==> src/rtl/parity_frame_checker_sat_counter.sv <==
// Saturating up-counter with synchronous clear; clear wins over increment.
module sat_counter #(
  parameter int W = 8
) (
  input  logic         clk,
  input  logic         rst_n,
  input  logic         inc,
  input  logic         clr,
  output logic [W-1:0] cnt
);

  logic [W-1:0] r_cnt;

  always_ff @(posedge clk or negedge rst_n) begin
    if (!rst_n) begin
      r_cnt <= '0;
    end else if (clr) begin
      r_cnt <= '0;
    end else if (inc && (r_cnt != '1)) begin
      r_cnt <= r_cnt + W'(1);
    end
  end

  assign cnt = r_cnt;

endmodule

==> config.mk <==
export PLATFORM = sky130hd
export DESIGN_NAME = sat_counter
export DESIGN_NICKNAME = d
export VERILOG_FILES = /design/src/rtl/parity_frame_checker_sat_counter.sv
export SDC_FILE = /design/constraint.sdc
export NUM_CORES = 1
export LEC_CHECK = 0
export CAP_MARGIN = 15
export CORE_MARGIN = 4
export CORE_UTILIZATION = 35
export CTS_CLUSTER_DIAMETER = 120
export DETAILED_ROUTE_END_ITERATION = 10
export HOLD_SLACK_MARGIN = 0.15
export PLACE_DENSITY_LB_ADDON = 0.25
export SETUP_SLACK_MARGIN = 0.05
export SYNTH_ARGS = -nofsm -noshare
export SYNTH_HDL_FRONTEND = slang
export SYNTH_SLANG_ARGS = --single-unit
==> constraint.sdc <==
create_clock -name clk -period 2.35 [get_ports clk]
set_input_delay 0.47 -clock clk [delete_from_list [all_inputs] [get_ports clk]]
set_output_delay 0.47 -clock clk [all_outputs]
set_load 0.05 [all_outputs]
==> flow_summary.toml, run 1 <==
[cells_and_area]
num_antenna_cells = 0
nets = 68
nFillCells = 107
post-route-util_pct = 51.7
drive_gt1_share_pct = 11.5
largest_reg_flops = 8
area_growth_pct = 30.5

[sta]
hold_viol_final = 0
finalClockSkew_ps = 0.502
finalSetupViolCount = 0
holdWs_ps = 496
rsz0062_at_grt = "no"
fmax_ghz = 0.496
fin_tns_setup_ps = 0
maxSlewHeadroom_pct = 66.8
finalWorstSetupSlack_ps = 335
timing.final.crit_period_ps = 2020
final_max_slew_viol_count = 0
finalCritPeriodShare_pct = 85.8
worst_pin_slew_ps = 496

[critical_path]
setup.worst_path.end = "cnt[2]"
regToRegStartpoint = "cnt[0]"
critPathKind = "flop to output port"
crit_fanout = 7
cp-end-kind = "output port"
critPathMaxStageDelay_ps = 840
r2r_cells = 4
cp_data_arrival_time_ps = 1550
cp.depth = 1
critPathRequiredTime_ps = 1880
crit_chain = "clkdlybuf4s50_1"
reg2reg_to = "cnt[0]"
slowest_stage = "clkdlybuf4s50_1"
crit_path_start = "cnt[2]"
start_kind = "flop"
critPathBufInv = 1
ff2ff_setup_slack_ps = 610
crit_family = "buffers and inverters"

[pwr]
p_int_mw = 0.216
p_leak_nw = 0.238
net-switching-power_mw = 0.0780
power_switching_share_pct = 26.5
p_clk_share_pct = 36.1
totalPowerFinal_mw = 0.294
p_seq_share_pct = 49.8
vdd_drop_max_uv = 330
combinationalPowerShare_pct = 14.1
p_per_area_mw_per_mm2 = 486

[cts]
cts.sinks = 8
cts_setup_buffers = 0
cts_made_buffers = 3
clock_latency_ps = 250
ctsHtreeMaxLevel = 1
cts.repair.resized = 0
hold_buffers = 0
ctsLongestPathBuffers = 2
ctsRootBufferMaster = "clkbuf_4"
cts_tree = "yes"
clk_pin_slew_worst_paths_ps = 50

[detailed_routing]
dr.pass1.iters = 4
routed_via_density = 5.69
wl_per_cell_um = 12.9
wl_um = 965
vias = 427
ant_nets = 0
drt-initial-drc-count = 2
drc = 0

[synth]
ys_top_cells_by_area = "dfrtp_1 (43%), mux2_2 (4.9%), nor3_1 (4.3%)"
yosysSeqAreaShare_pct = 43.1
synth_nets = 54
ys_types = 28
synth_common_cells = "dfrtp_1 (8), nor3_1 (4), a21oi_1 (3), nand2b_1 (3), nor2b_1 (3)"
dominantRegCellSynth = "dfrtp_1"
async_flop_share_pct = 100
yosysWarningCount = 0
yosysTopAreaCell = "dfrtp_1"
synth-seq-cells = 8
netlist.area_leader.share_pct = 43.1
syn_area_per_cell_um2 = 9.47
netlist_area_um2 = 464
post-synth-top-count-cell = "dfrtp_1"
synth_edf_count = 0
synth_cells = 49

[floorplan]
die_w_um = 44.4
start_util_pct = 39.6
io_pins = 12
dieArea_mm2 = 0.00197
core_area_mm2 = 0.00117
num_rows = 12
die_y_um = 44.4

[placement]
gp_congestion = 0.740
port_buffers = 11
post-place-ws_ps = 458
dpl.hpwl_um = 688

[grt]
antenna_found_initial = 0
gr-usage-all-layers_pct = 12.0
grt_pass1_vias = 371
overflow = 0
grt_max_degree = 12
grt_pass1_wl_um = 1700

[run]
max-cap-violations = 0

[min_path]
hp-class = "input pin to asynchronous set/reset pin"

[outcome]
outcome = "completed"
==> worst min path at each step <==
stage,startpoint,end,slack [ps],depth (start not counted)
3_5_place_dp,cnt[7],cnt[7],570,2
6_report,rst_n,cnt[4],500,1
4_1_cts,rst_n,cnt[4],510,1
2_1_floorplan,rst_n,cnt[0],170,0
3_3_place_gp,cnt[7],cnt[7],570,2
5_1_grt,rst_n,cnt[4],520,1
==> stage by stage <==
| stage | area, µm² | std cells |
|---|---|---|
| 2_1_floorplan | 464 | 49 |
| 3_3_place_gp | 583 | 72 |
| 3_5_place_dp | 583 | 72 |
| 4_1_cts | 606 | 75 |
| 5_1_grt | 606 | 75 |
| 6_report | 606 | 75 |
==> final cells by class <==
type	count	area, µm²	area share, %
clock buffer	3	22.5	3.72
inverter	2	7.51	1.24
multi-input combinational	37	248	40.9
sequential	8	200	33.1
tap	14	17.5	2.89
timing repair buffer	11	110	18.2
==> cell usage in the layout, fill, tap and decap left out, types with 2 or more instances in the layout <==
cell type / instances
dfrtp_1: 8
nand3_1: 2
nor3_1: 4
nand2b_1: 3
clkdlybuf4s50_1: 11
nand2_1: 2
nor2_1: 2
nor2b_1: 3
inv_1: 2
mux2_2: 2
a21oi_1: 3
clkbuf_4: 3
==> layer usage <==
layer | wire length (µm) | share of wire (%) | global-route usage (%)
met3 | 68 | 7.0 | 6.91
met2 | 446 | 46 | 16.6
met4 | 6 | 0.62 | 5.42
met1 | 443 | 46 | 15.0
met5 | 0 | 0 | 0
==> logic make-up (layout without fill, tap and decap cells) <==
kind of cell	count (synthesis)	after routing	synth area share [%]
compound gates	9	9	12.7
fa+ha+maj	1	1	2.69
mux	3	3	7.01
flops	8	8	43.1
buf+inv	4	16	3.50
simple gates	24	24	31.0
==> power by group through the flow <==
stage / Combinational (mW) / Clock [mW] / Sequential (mW)
6_report: 0.0416 / 0.106 / 0.146
3_3_place_gp: 0.0420 / 0 / 0.149
4_1_cts: 0.0423 / 0.112 / 0.146
2_1_floorplan: 0.0141 / 0 / 0.159
5_1_grt: 0.0450 / 0.122 / 0.147
3_5_place_dp: 0.0420 / 0 / 0.149
Note: power is estimated with default switching activity, not from simulation.
==> run 2: changes to the inputs <==
==> constraint.sdc (replaced) <==
create_clock -name clk -period 2.6 [get_ports clk]
set_input_delay 0.52 -clock clk [delete_from_list [all_inputs] [get_ports clk]]
set_output_delay 0.52 -clock clk [all_outputs]
set_load 0.05 [all_outputs]
==> results of run 2 <==
Same layout as run 1 (identical final DEF). Status: completed.
Among the figures that moved: setup slack after placement 458 ps -> 658 ps; setup slack after layout 335 ps -> 535 ps; hold slack 496 ps -> 546 ps; register-to-register setup slack 610 ps -> 860 ps; total power 0.294 mW -> 0.266 mW; worst IR drop on VDD 330 µV -> 298 µV
==> run 3: changes to the inputs <==
==> constraint.sdc (replaced) <==
create_clock -name clk -period 1.73 [get_ports clk]
set_input_delay 0.346 -clock clk [delete_from_list [all_inputs] [get_ports clk]]
set_output_delay 0.346 -clock clk [all_outputs]
set_load 0.05 [all_outputs]
==> flow_summary.toml, run 3 (synthesized netlist as in run 1, its figures left out) <==
[cts]
cts_setup_buffers = 0
clk_pin_slew_worst_paths_ps = 60
cts_tree = "yes"
cts_made_buffers = 3
cts.sinks = 8
ctsLongestPathBuffers = 2
ctsRootBufferMaster = "clkbuf_4"
ctsHtreeMaxLevel = 1
cts.repair.resized = 0
clock_latency_ps = 260
hold_buffers = 0

[cells_and_area]
largest_reg_flops = 8
area_growth_pct = 35.6
nFillCells = 120
num_antenna_cells = 0
drive_gt1_share_pct = 34.4
most-common-layout-cells = "buf_4 (10), dfrtp_1 (6), nor3_1 (4)"
nets = 71
seq_area_um2 = 203
layout_commonest_cell = "buf_4"
multi_input_comb_area_um2 = 254

[detailed_routing]
drt-initial-drc-count = 10
drc = 0
wl_per_cell_um = 13.4
vias = 415
ant_nets = 0
dr.pass1.iters = 4
routed_via_density = 5.32
wl_um = 1040

[run]
max-cap-violations = 0

[grt]
overflow = 0
antenna_found_initial = 0
grt_pass1_wl_um = 1680
grt_pass1_vias = 368
gr-usage-all-layers_pct = 11.9
grt_max_degree = 9

[sta]
finalCritPeriodShare_pct = 88.7
fin_tns_setup_ps = 0
rsz0062_at_grt = "no"
finalSetupViolCount = 0
final_max_slew_viol_count = 0
worst_pin_slew_ps = 417
maxSlewHeadroom_pct = 71.5
holdWs_ps = 373
hold_viol_final = 0
fmax_ghz = 0.652
finalClockSkew_ps = 0.864
timing.final.crit_period_ps = 1530

[placement]
dpl.hpwl_um = 782
port_buffers = 11
gp_congestion = 0.744

[critical_path]
critPathMaxStageDelay_ps = 440
start_kind = "flop"
slowest_stage = "dfrtp_2"
crit_chain = "ha_2 > and4_2 > a21boi_2 > mux2_2"
critPathRequiredTime_ps = 1870
cp-end-kind = "flop"
ff2ff_setup_slack_ps = 200
crit_fanout = 6
crit_path_start = "cnt[0]"
regToRegStartpoint = "cnt[0]"
critPathKind = "flop to flop"
reg2reg_to = "cnt[0]"
cp_data_arrival_time_ps = 1680
r2r_cells = 4

[floorplan]
dieArea_mm2 = 0.00197
die_w_um = 44.4
io_pins = 12
num_rows = 12
die_y_um = 44.4
core_area_mm2 = 0.00117
start_util_pct = 39.6

[pwr]
p_per_area_mw_per_mm2 = 651
p_leak_nw = 0.267
vdd_drop_max_uv = 493

[min_path]
hp-class = "input pin to asynchronous set/reset pin"

[outcome]
outcome = "completed"
## run 3: changes by cell type in the layout (fill, tap and decap cells not counted), sizes merged
cell	delta
buf	+11
clkdlybuf4s50	-8
## run 3: where the power goes
group / switching [mW] / internal, mW
registers: 0.00747 / 0.192
logic: 0.0348 / 0.0260
clock network: 0.0689 / 0.0798
## run 3: critical path: cells and delay by family, from the launching register on
family                   cells  cell delay (ps)
multiplexers                 1              350
AND/OR/NAND/NOR              1              260
AO/OA/AOI/OAI                1              180
adder cells (fa/ha/maj)      1              200
flip-flops                   1              440
## run 3: worst max path at each step
stage | end | slack (ps) | cells after the start
after floorplan | cnt[0] | 80 | 4
after global placement | cnt[5] | 100 | 4
after detailed placement | cnt[5] | 50 | 4
after CTS | cnt[0] | 180 | 4
after global routing | cnt[0] | 130 | 4
final | cnt[0] | 200 | 4
## run 3: stage by stage
step           instances  power (mW)  setup WS (ps)  cell area, µm²  util, %
3_5_place_dp          75       0.265           46.9             607     51.8
4_1_cts               78       0.415            181             629     53.7
2_1_floorplan         49       0.237           80.5             473        -
6_report              78       0.409            196             629     53.7
5_1_grt               78       0.431            129             629     53.7
3_3_place_gp          75       0.264           99.2             607     51.8
## run 3: area by class of cell
class,instances,area share (%)
Tap cell,14,2.78
Clock buffer,3,3.58
Sequential cell,8,32.2
Inverter,2,1.19
Timing Repair Buffer,14,19.9
Multi-Input combinational cell,37,40.4
## run 3: metal layers
| layer | share of wire [%] | track usage [%] | vias up |
|---|---|---|---|
| li1 | - | - | 214 |
| met1 | 48 | 15.7 | 187 |
| met2 | 43 | 16.6 | 10 |
| met3 | 5.3 | 2.44 | 4 |
| met4 | 3.6 | 9.04 | 0 |
| met5 | 0 | 0 | - |
